`config.mk`:
```
export PLATFORM = sky130hd
export DESIGN_NAME = door_motor_sequencer
export DESIGN_NICKNAME = d
export VERILOG_FILES = /design/src/rtl/door_motor_sequencer.sv
export SDC_FILE = /design/constraint.sdc
export NUM_CORES = 1
export LEC_CHECK = 0
export ABC_AREA = 0
export CORE_MARGIN = 5
export CORE_UTILIZATION = 55
export CTS_BUF_LIST = sky130_fd_sc_hd__clkbuf_16
export DETAILED_ROUTE_END_ITERATION = 12
export PLACE_DENSITY = 0.79
export SLEW_MARGIN = 20
export SYNTH_ARGS = -nofsm -noshare
export SYNTH_HDL_FRONTEND = slang
export SYNTH_SLANG_ARGS = --single-unit
```
`constraint.sdc`:
```
create_clock -name clk -period 2.5 [get_ports clk]
set_input_delay 0.75 -clock clk [delete_from_list [all_inputs] [get_ports clk]]
set_output_delay 0.75 -clock clk [all_outputs]
set_load 0.02 [all_outputs]
```
`src/rtl/door_motor_sequencer.sv`:
```
// Door motor sequencer: dead-time-guarded open/close motor control with travel timeout and latched fault.
// Optional auto-close from OPEN_HOLD is enabled by defining DOOR_SEQ_AUTOCLOSE_EN.
module door_motor_sequencer #(
  parameter int unsigned HOLD_CYCLES = 16,
  parameter int unsigned DEAD_CYCLES = 4,
  parameter int unsigned TRAVEL_MAX  = 64
) (
  input  logic       clk,
  input  logic       rst,
  input  logic       open_req,
  input  logic       close_req,
  input  logic       obstruct,
  input  logic       lim_open,
  input  logic       lim_closed,
  output logic       motor_open,
  output logic       motor_close,
  output logic [2:0] state,
  output logic       fault
);

  localparam int unsigned CW = 8;

  // Counters run 0..LAST inside a state, so each phase lasts exactly N cycles.
  localparam logic [CW-1:0] DEAD_LAST   = CW'(DEAD_CYCLES - 1);
  localparam logic [CW-1:0] TRAVEL_LAST = CW'(TRAVEL_MAX - 1);

  if (HOLD_CYCLES == 0 || HOLD_CYCLES > 255) begin : g_bad_hold
    $error("HOLD_CYCLES must be in 1..255");
  end
  if (DEAD_CYCLES == 0 || DEAD_CYCLES > 255) begin : g_bad_dead
    $error("DEAD_CYCLES must be in 1..255");
  end
  if (TRAVEL_MAX == 0 || TRAVEL_MAX > 255) begin : g_bad_travel
    $error("TRAVEL_MAX must be in 1..255");
  end

  typedef enum logic [2:0] {
    ST_CLOSED    = 3'd0,
    ST_PRE_OPEN  = 3'd1,
    ST_OPENING   = 3'd2,
    ST_OPEN_HOLD = 3'd3,
    ST_PRE_CLOSE = 3'd4,
    ST_CLOSING   = 3'd5,
    ST_FAULT     = 3'd6
  } state_t;

  state_t        cur_state;
  state_t        nxt_state;
  logic [CW-1:0] dead_cnt;
  logic [CW-1:0] dead_nxt;
  logic [CW-1:0] travel_cnt;
  logic [CW-1:0] travel_nxt;
  logic          open_cmd;

`ifdef DOOR_SEQ_AUTOCLOSE_EN
  localparam logic [CW-1:0] HOLD_LAST = CW'(HOLD_CYCLES - 1);
  logic [CW-1:0] hold_cnt;
  logic [CW-1:0] hold_nxt;
`endif

  function automatic logic [CW-1:0] sat_inc(input logic [CW-1:0] v);
    return (v == '1) ? v : v + CW'(1);
  endfunction

  assign open_cmd = obstruct | open_req;
  assign state    = cur_state;

  // Next-state and counter update; fault conditions first, then obstruct/open, close, timers.
  always_comb begin
    nxt_state  = cur_state;
    dead_nxt   = dead_cnt;
    travel_nxt = travel_cnt;
`ifdef DOOR_SEQ_AUTOCLOSE_EN
    hold_nxt   = hold_cnt;
`endif

    if (lim_open && lim_closed) begin
      nxt_state = ST_FAULT;
    end else begin
      case (cur_state)
        ST_CLOSED: begin
          if (open_cmd)         nxt_state = ST_PRE_OPEN;
          else if (!lim_closed) nxt_state = ST_PRE_CLOSE;
        end
        ST_PRE_OPEN: begin
          if (dead_cnt >= DEAD_LAST) nxt_state = ST_OPENING;
        end
        ST_PRE_CLOSE: begin
          if (open_cmd)                   nxt_state = ST_PRE_OPEN;
          else if (dead_cnt >= DEAD_LAST) nxt_state = ST_CLOSING;
        end
        ST_OPENING: begin
          if (lim_open)                        nxt_state = ST_OPEN_HOLD;
          else if (travel_cnt >= TRAVEL_LAST)  nxt_state = ST_FAULT;
        end
        ST_OPEN_HOLD: begin
          if (open_cmd)        nxt_state = ST_OPEN_HOLD;
          else if (close_req)  nxt_state = ST_PRE_CLOSE;
`ifdef DOOR_SEQ_AUTOCLOSE_EN
          else if (hold_cnt >= HOLD_LAST) nxt_state = ST_PRE_CLOSE;
`endif
        end
        ST_CLOSING: begin
          if (open_cmd)                        nxt_state = ST_PRE_OPEN;
          else if (lim_closed)                 nxt_state = ST_CLOSED;
          else if (travel_cnt >= TRAVEL_LAST)  nxt_state = ST_FAULT;
        end
        ST_FAULT: nxt_state = ST_FAULT;
        default:  nxt_state = ST_FAULT;
      endcase
    end

    // Every state change restarts all counters; otherwise only the active one advances.
    if (nxt_state != cur_state) begin
      dead_nxt   = '0;
      travel_nxt = '0;
`ifdef DOOR_SEQ_AUTOCLOSE_EN
      hold_nxt   = '0;
`endif
    end else begin
      case (cur_state)
        ST_PRE_OPEN, ST_PRE_CLOSE: dead_nxt   = sat_inc(dead_cnt);
        ST_OPENING, ST_CLOSING:    travel_nxt = sat_inc(travel_cnt);
`ifdef DOOR_SEQ_AUTOCLOSE_EN
        ST_OPEN_HOLD:              hold_nxt   = open_cmd ? '0 : sat_inc(hold_cnt);
`endif
        default: ;
      endcase
    end
  end

  // State, counters and outputs registered together so outputs always track the state register.
  always_ff @(posedge clk) begin
    if (rst) begin
      cur_state   <= ST_CLOSED;
      dead_cnt    <= '0;
      travel_cnt  <= '0;
      motor_open  <= 1'b0;
      motor_close <= 1'b0;
      fault       <= 1'b0;
`ifdef DOOR_SEQ_AUTOCLOSE_EN
      hold_cnt    <= '0;
`endif
    end else begin
      cur_state   <= nxt_state;
      dead_cnt    <= dead_nxt;
      travel_cnt  <= travel_nxt;
      motor_open  <= (nxt_state == ST_OPENING);
      motor_close <= (nxt_state == ST_CLOSING);
      fault       <= (nxt_state == ST_FAULT);
`ifdef DOOR_SEQ_AUTOCLOSE_EN
      hold_cnt    <= hold_nxt;
`endif
    end
  end

endmodule

```
---- Yosys cells after proc, flatten, opt, wreduce, memory -nomap -nowiden ----
Cells that the tools add are included.
operators by class
  add/sub/neg operators ................... 2
  magnitude comparators ................... 2
  equal/unequal tests ..................... 11
  muxes and demuxes ....................... 13
  bitwise logic cells ..................... 3
  reductions and logical operators ........ 7
operators with widths
  operator             count
  $mux 3               12
  $pmux 3 s6           1
  $add 8x1->8 const B  2
  $eq 8x8->1 const B   2
  $eq 3x3->1 const B   4
  $eq 3x2->1 const B   3
  $ge 8x2->1 const B   1
  $ge 8x6->1 const B   1
  $reduce_or 2->1      3
  $reduce_and 2->1     2
  $eq 3x1->1 const B   1
  $logic_not 3->1      1
  $ne 3x3->1           1
  $not 1->1            2
  $logic_and 1x1->1    1
  $or 1x1->1           1
word-level totals
  flip-flop bits (word level) ............. 22
  bits of input ports ..................... 7
  word-level logic and storage cells ...... 44

---- Depth between registers and ports, before layout ----
Gate-level depths: netlist of run 1.
  word-level depth ........................ 8
  mapped depth ............................ 8
  depth with buffers taken out ............ 7

---- Worst setup path after synthesis of run 1 ----
No wires, ideal clock.
  path type ............................... input port to flip-flop
  start point ............................. input port open_req
  end point ............................... register dead_cnt[0]
  arrival time ............................ 2.089 ns
  required time ........................... 2.427 ns
  path slack .............................. 0.338 ns
  cell stages on the path ................. 7
  path through ............................ or2_2 > o41ai_1 > a211oi_2 > xnor2_1 > nand2_2 > buf_6 > nor3_2
between the ends
  word-level cells in the longest chain between the ends .. 6
  elaborated cells between the ends (all ways) .. 9
  classes of those cells .................. eq/ne: 1; mux: 6; bitwise: 1; reduce/logical: 1
ends and longest elaborated chain
  item                              RTL line  text
  start, declared                   10        input logic open_req,
  $or 1x1->1 (*)                    65        assign open_cmd = obstruct | open_req;
  $mux 3, on equally long branches  --
  $pmux 3 s6 (*)                    80        case (cur_state)
  $mux 3 (*)                        77        if (lim_open && lim_closed) begin
  $ne 3x3->1 (*)                    114       if (nxt_state != cur_state) begin
  $reduce_or 2->1 (no line) (*)     --
  end signal, assigned              146       dead_cnt <= dead_nxt;
  end, declared                     49        logic [CW-1:0] dead_cnt;
Mark *: on every way between the ends. The rest lies on a longest branch, timed or not.
A chain may end at the register's enable or synchronous reset.

---- Worst setup path in the final report of run 1 ----
  start point ............................. input port open_req
  end point ............................... register dead_cnt[7]
The elaborated chain is that of the path after synthesis.

==> summary.txt, run 1 <==
Run status
  – Outcome: completed

Layout
  – Multi-input logic area: 823 um^2
  – Fraction of layout cells with a size suffix above 1: 0.258
  – # diodes: 0
  – Nets: 173
  – Sequential cell area: 440 um^2
  – Final core occ: 0.744
  – Most frequent cells in the layout: dfxtp_1 (22), nor2_1 (13), clkdlybuf4s50_1 (12), nor3_2 (11), buf_4 (11)
  – Most common cell after layout, fill and taps aside: dfxtp_1
  – Fin cells: 191
  – Fillers: 162
  – Synthesis-to-layout area growth: 27.6%

Yosys
  – Yosys top cell by area: dfxtp_1
  – Unique masters post-synth: 45
  – Main flop type after synthesis: dfxtp_1
  – Mapped Nets: 148
  – Synth async-reset ratio: 0
  – Top-area cell type share of the netlist area: 0.338
  – Seq/Total Area, Yosys: 0.338
  – Top cells by area, synth: dfxtp_1 (34%), nor3_2 (7.7%), xnor2_1 (5.4%), xor2_1 (5.4%), nor3_1 (3.8%)
  – Post-synth EDFFs: 0
  – Synth warn: 0
  – Mean Syn Cell Area: 9.37 um^2
  – Post-synth design cell area: 1300 um^2
  – Synth Instances: 139
  – Yosys reg bits: 22

Route
  – DRC viols: 0
  – Initial detailed-routing violation count: 41
  – Vias: 1098
  – Wire per inst: 15.0 um
  – Antenna Violating Nets Remaining: 0
  – First-pass iteration count of the detailed router: 4
  – Vias per cell: 5.75
  – Wirelength, routed: 2860 um

Clock tree
  – CTS resizes: 0
  – H-tree depth: 1
  – Skew-Pair Late Insertion Delay: 0.26 ns
  – CTS Root Cell: clkbuf_16
  – CTS Hold Bufs: 0
  – Clock Pin Slew Worst Setup and Hold Paths: 0.06 ns
  – CTS Buf Count: 3
  – Clk sinks: 22
  – CTS max path bufs: 2
  – CTS tree: yes
  – Post CTS Setup Buffer Count: 0

STA
  – Setup Viol. Count Final: 0
  – Part of the cycle the worst path needs: 0.944
  – FMAX: 0.424 GHz
  – Final worst setup slack: 0.141 ns
  – Slew margin rel.: 0.561
  – Slew Limit Fails: 0
  – Fin. Hold Viols: 0
  – Measured slew at the worst slew-check pin: 0.659 ns
  – Post-layout min period: 2.36 ns
  – Layout Skew: 0.000879 ns
  – RSZ-0062 raised after global routing: no

Setup path
  – CP Capture Type: flip-flop
  – CP Cell Sequence: clkdlybuf4s50_1, buf_4, nor3b_1, o21a_1, o221ai_2, a221oi_2, nand2_2, buf_12, nor3_1
  – R2R depth: 8
  – Crit path launch type: primary input
  – CP max stage cell: clkdlybuf4s50_1
  – Crit path max fanout: 16
  – Critical path origin: open_req
  – Worst Setup Path Type: in2reg
  – R2R Setup Slk: 0.21 ns
  – Worst R2R End: dead_cnt[7]$_SDFFE_PP0P_
  – Setup crit end: dead_cnt[7]$_SDFFE_PP0P_
  – Worst stage delay on the critical path: 0.42 ns
  – Critical R2R Launch: dead_cnt[0]$_SDFFE_PP0P_
  – CP required: 2.67 ns
  – Arr. time, crit path: 2.53 ns

Power and ir drop
  – Maximum vdd ir drop: 709 uV
  – Pwr Density: 646 nW/um^2
  – P_leak: 0.000586 uW

Floorplan
  – Die Wd: 58.7 um
  – FP Rows: 17
  – Die Height: 58.7 um
  – Initial Util: 0.583
  – Die area: 3440 um^2
  – I/O pins: 13
  – Core Area: 2230 um^2

GRT
  – Vias in the first global route: 1073
  – GRT overflow: 0
  – Largest net degree at the start of global routing: 17
  – First-pass GRT wire length: 4950 um
  – Gr usage total: 0.187
  – Antenna violations before repair: 0

Min path
  – Start point of the worst hold path: travel_cnt[4]$_SDFFE_PP0P_
  – Worst Hold Class: reg2reg

Flow run
  – MaxCap Viol Count: 0

Placement
  – DPL Wire Length: 2070 um
  – Placer Congestion: 0.824
  – Pre-CTS setup slack: -0.132 ns
  – Port Buffer Count: 12
  – Placed cells: 187
==> per-layer routing <==
layer  global-route usage  wire length, um
met5                    0                0
met1                0.241             1300
met4               0.0939               74
met2                0.301             1330
met3               0.0307              153
==> metrics by stage <==
step	power [uW]	setup TNS, ns	hold WS [ns]	instance area (um^2)
6_report	1070	0	0.566	1660
3_5_place_dp	632	-1.36	0.538	1540
4_1_cts	1080	0	0.546	1650
5_1_grt	1120	0	0.594	1660
2_1_floorplan	543	0	0.507	1300
3_3_place_gp	626	-1.36	0.533	1540
==> final cells by class <==
| cell class | instances | area share |
|---|---|---|
| clock buffer | 3 | 0.0452 |
| inverter | 4 | 0.00904 |
| clock inverter | 1 | 0.0181 |
| sequential | 22 | 0.265 |
| timing repair buffer | 25 | 0.146 |
| tap | 28 | 0.0211 |
| multi-input combinational | 108 | 0.495 |
==> Yosys cell counts (2+ instances only) <==
cell type and count:
nor3_1 10, o21a_1 2, xnor2_1 8, and3_1 4, dfxtp_1 22, nand3_1 8
nor3_2 10, nand2_1 7, mux2i_1 3, nor2_1 13, ha_1 2, buf_2 2
nand4_1 3, xor2_1 8, a21oi_1 3, inv_1 4, buf_6 2
==> flip-flops by register name, summed over array words and instances, names as in the netlist <==
register     flops
dead_cnt         8
fault            1
motor_close      1
motor_open       1
state            3
travel_cnt       8
==> logic make-up (layout without fill, tap and decap cells) <==
family	after synthesis	after routing	share of synthesized area
AO/OA/AOI/OAI	19	19	0.147
XOR/XNOR	16	16	0.108
adder cells (fa/ha/maj)	2	2	0.0192
buffers and inverters	9	33	0.0394
flip-flops	22	22	0.338
multiplexers	3	3	0.0231
AND/OR/NAND/NOR	68	68	0.326
==> worst min path at each step <==
| stage | endpoint | cells past startpoint |
|---|---|---|
| global route | travel_cnt[3]$_SDFFE_PP0P_ | 2 |
| detailed placement | travel_cnt[4]$_SDFFE_PP0P_ | 2 |
| global placement | travel_cnt[4]$_SDFFE_PP0P_ | 2 |
| floorplan | travel_cnt[4]$_SDFFE_PP0P_ | 2 |
| CTS | travel_cnt[4]$_SDFFE_PP0P_ | 2 |
| finish | travel_cnt[4]$_SDFFE_PP0P_ | 2 |
==> where the power goes <==
part / switching [uW] / leakage [uW] / internal, uW
Clock: 126 / 0.0000511 / 318
Sequential: 18.4 / 0.000178 / 361
Combinational: 137 / 0.000357 / 113
Total: 281 / 0.000586 / 792
==> worst max-delay path, delay by kind of cell <==
kind	cells	cell delay, ns
AOI/OAI and AO/OA	3	0.57
buffers and inverters	3	0.72
and+or+nand+nor	3	0.49
Power figures use the tool's default switching activity.
==> inputs of run 2 (changes only) <==
Settings changed: PLACE_DENSITY 0.79 to 0.77.
==> run 2 against run 1 <==
  * Via count decreased by 1.0%
  * Die area unchanged
  * Final area decreased by 2.8%
  * Hold slack got worse by 0.023 ns
  * Critical path type unchanged
  * Critical endpoint is now travel_cnt[5]$_SDFFE_PP0P_
  * Largest power group is now sequential cells
==> summary.txt, run 2 (synthesis gave the netlist of run 1 again) <==
Run status
  – Outcome: completed

Layout
  – Nets: 171 (-1.2%)
  – Fraction of layout cells with a size suffix above 1: 0.236 (-0.0216)
  – Final core occ: 0.723 (-0.0207)
  – Most frequent cells in the layout: dfxtp_1 (22), nor2_1 (13), clkdlybuf4s50_1 (12), nor3_1 (10), nor3_2 (10)
  – Synthesis-to-layout area growth: 24.0%
  – Fillers: 185 (+14%)
  – # diodes: 0 (unchanged)
  – Most common cell after layout, fill and taps aside: dfxtp_1

STA
  – Post-layout min period: 2.40 ns (+0.0382 ns)
  – Part of the cycle the worst path needs: 0.959 (+0.0153)
  – Layout Skew: 0.00348 ns (+0.00260 ns)
  – FMAX: 0.417 GHz (-1.6%)
  – Slew margin rel.: 0.558 (-0.00241)
  – RSZ-0062 raised after global routing: no
  – Worst hold slack: 0.543 ns (-0.0234 ns)
  – Setup Viol. Count Final: 0 (unchanged)
  – Measured slew at the worst slew-check pin: 0.662 ns (+0.00361 ns)
  – Fin. Hold Viols: 0 (unchanged)
  – Slew Limit Fails: 0 (unchanged)

Clock tree
  – Clock Pin Slew Worst Setup and Hold Paths: 0.06 ns (about the same)
  – Clk sinks: 22 (unchanged)
  – CTS Buf Count: 3 (unchanged)
  – Skew-Pair Late Insertion Delay: 0.25 ns (about the same)
  – CTS resizes: 0 (unchanged)
  – CTS tree: yes
  – CTS Root Cell: clkbuf_16
  – CTS max path bufs: 2 (unchanged)
  – CTS Hold Bufs: 0 (unchanged)
  – H-tree depth: 1 (unchanged)
  – Post CTS Setup Buffer Count: 0 (unchanged)

GRT
  – Gr usage total: 0.167 (-0.0196)
  – Largest net degree at the start of global routing: 17 (unchanged)
  – Antenna violations before repair: 0 (unchanged)
  – First-pass GRT wire length: 4550 um (-8.2%)
  – GRT overflow: 0 (unchanged)
  – Vias in the first global route: 1021 (-4.8%)

Setup path
  – Worst Setup Path Type: in2reg
  – CP required: 2.64 ns (-0.03 ns)
  – CP Capture Type: flip-flop
  – Crit path launch type: primary input
  – Arr. time, crit path: 2.54 ns (about the same)
  – Crit path max fanout: 16 (unchanged)

Route
  – Detail Route met3 WL: 129 um (-16%)
  – Wirelength, routed: 2530 um (-11%)
  – DRT met1 WL: 1200 um (-7.5%)
  – Metal2 WL: 1200 um (-10%)
  – Wire per inst: 13.4 um (-11%)
  – Initial detailed-routing violation count: 30 (-27%)
  – First-pass iteration count of the detailed router: 4 (unchanged)
  – Antenna Violating Nets Remaining: 0 (unchanged)
  – Vias: 1087 (-1.0%)
  – Vias per cell: 5.75 (about the same)
  – Top routing layer in use: met4
  – DRC viols: 0 (unchanged)

Floorplan
  – Core Area: 2230 um^2 (unchanged)
  – Die Height: 58.7 um (unchanged)
  – Initial Util: 0.583 (unchanged)
  – FP Rows: 17 (unchanged)
  – Die Wd: 58.7 um (unchanged)
  – I/O pins: 13 (unchanged)
  – Die area: 3440 um^2 (unchanged)

Power and ir drop
  – P_leak: 0.000562 uW (-4.1%)
  – Total power: 956 uW (-11%)
  – Maximum vdd ir drop: 432 uV (-39%)
  – Pwr Density: 592 nW/um^2 (-8.4%)

Min path
  – Worst Hold Class: reg2reg

Placement
  – DPL Wire Length: 1910 um (-7.5%)
  – Port Buffer Count: 12 (unchanged)
  – Placer Congestion: 0.908 (+10%)

Flow run
  – MaxCap Viol Count: 0 (unchanged)
## run 2: cell type report
class	instances	area, um^2	area share
inverter	4	15.0	0.00930
multi-input combinational	108	818	0.507
tap	28	35.0	0.0217
clock buffer	3	75.1	0.0465
clock inverter	1	3.75	0.00232
sequential	22	440	0.273
timing repair buffer	23	228	0.141
## run 2: report_power, final
| part | internal [uW] | switching [uW] |
|---|---|---|
| Combinational | 110 | 131 |
| Sequential | 361 | 22.0 |
| Clock | 213 | 119 |
## run 2: worst paths after layout
kind                                                    to                       start  depth (start not counted)  slack, ns
worst max-delay path            travel_cnt[5]$_SDFFE_PP0P_                    open_req                          8       0.10
worst min-delay path            travel_cnt[4]$_SDFFE_PP0P_  travel_cnt[4]$_SDFFE_PP0P_                          2       0.54
worst max register to register  travel_cnt[4]$_SDFFE_PP0P_    dead_cnt[0]$_SDFFE_PP0P_                          8       0.21
worst min register to register  travel_cnt[4]$_SDFFE_PP0P_  travel_cnt[4]$_SDFFE_PP0P_                          2       0.54
## run 2: metal layers
metal / GRT usage / up-vias
met1: 0.236 / 510
li1: - / 551
met3: 0.0285 / 2
met2: 0.263 / 24
met5: 0 / -
met4: 0.0485 / 0
## run 2: per-stage QoR
step | setup TNS [ns] | instances | setup slack [ns] | instance area [um^2]
after floorplan | 0 | 139 | 0.338 | 1300
after global placement | -1.48 | 185 | -0.0969 | 1530
after detailed placement | -2.17 | 185 | -0.142 | 1530
after CTS | 0 | 189 | 0.106 | 1610
after global routing | 0 | 189 | 0.0144 | 1620
final | 0 | 189 | 0.103 | 1620
## run 2: worst max-delay path: stages
cell             delay (ns)
clkdlybuf4s50_1        0.41
or2_2                  0.32
buf_4                  0.15
a21oi_1                0.24
o211ai_2               0.18
a31oi_4                0.24
buf_12                 0.18
nor3_1                 0.06
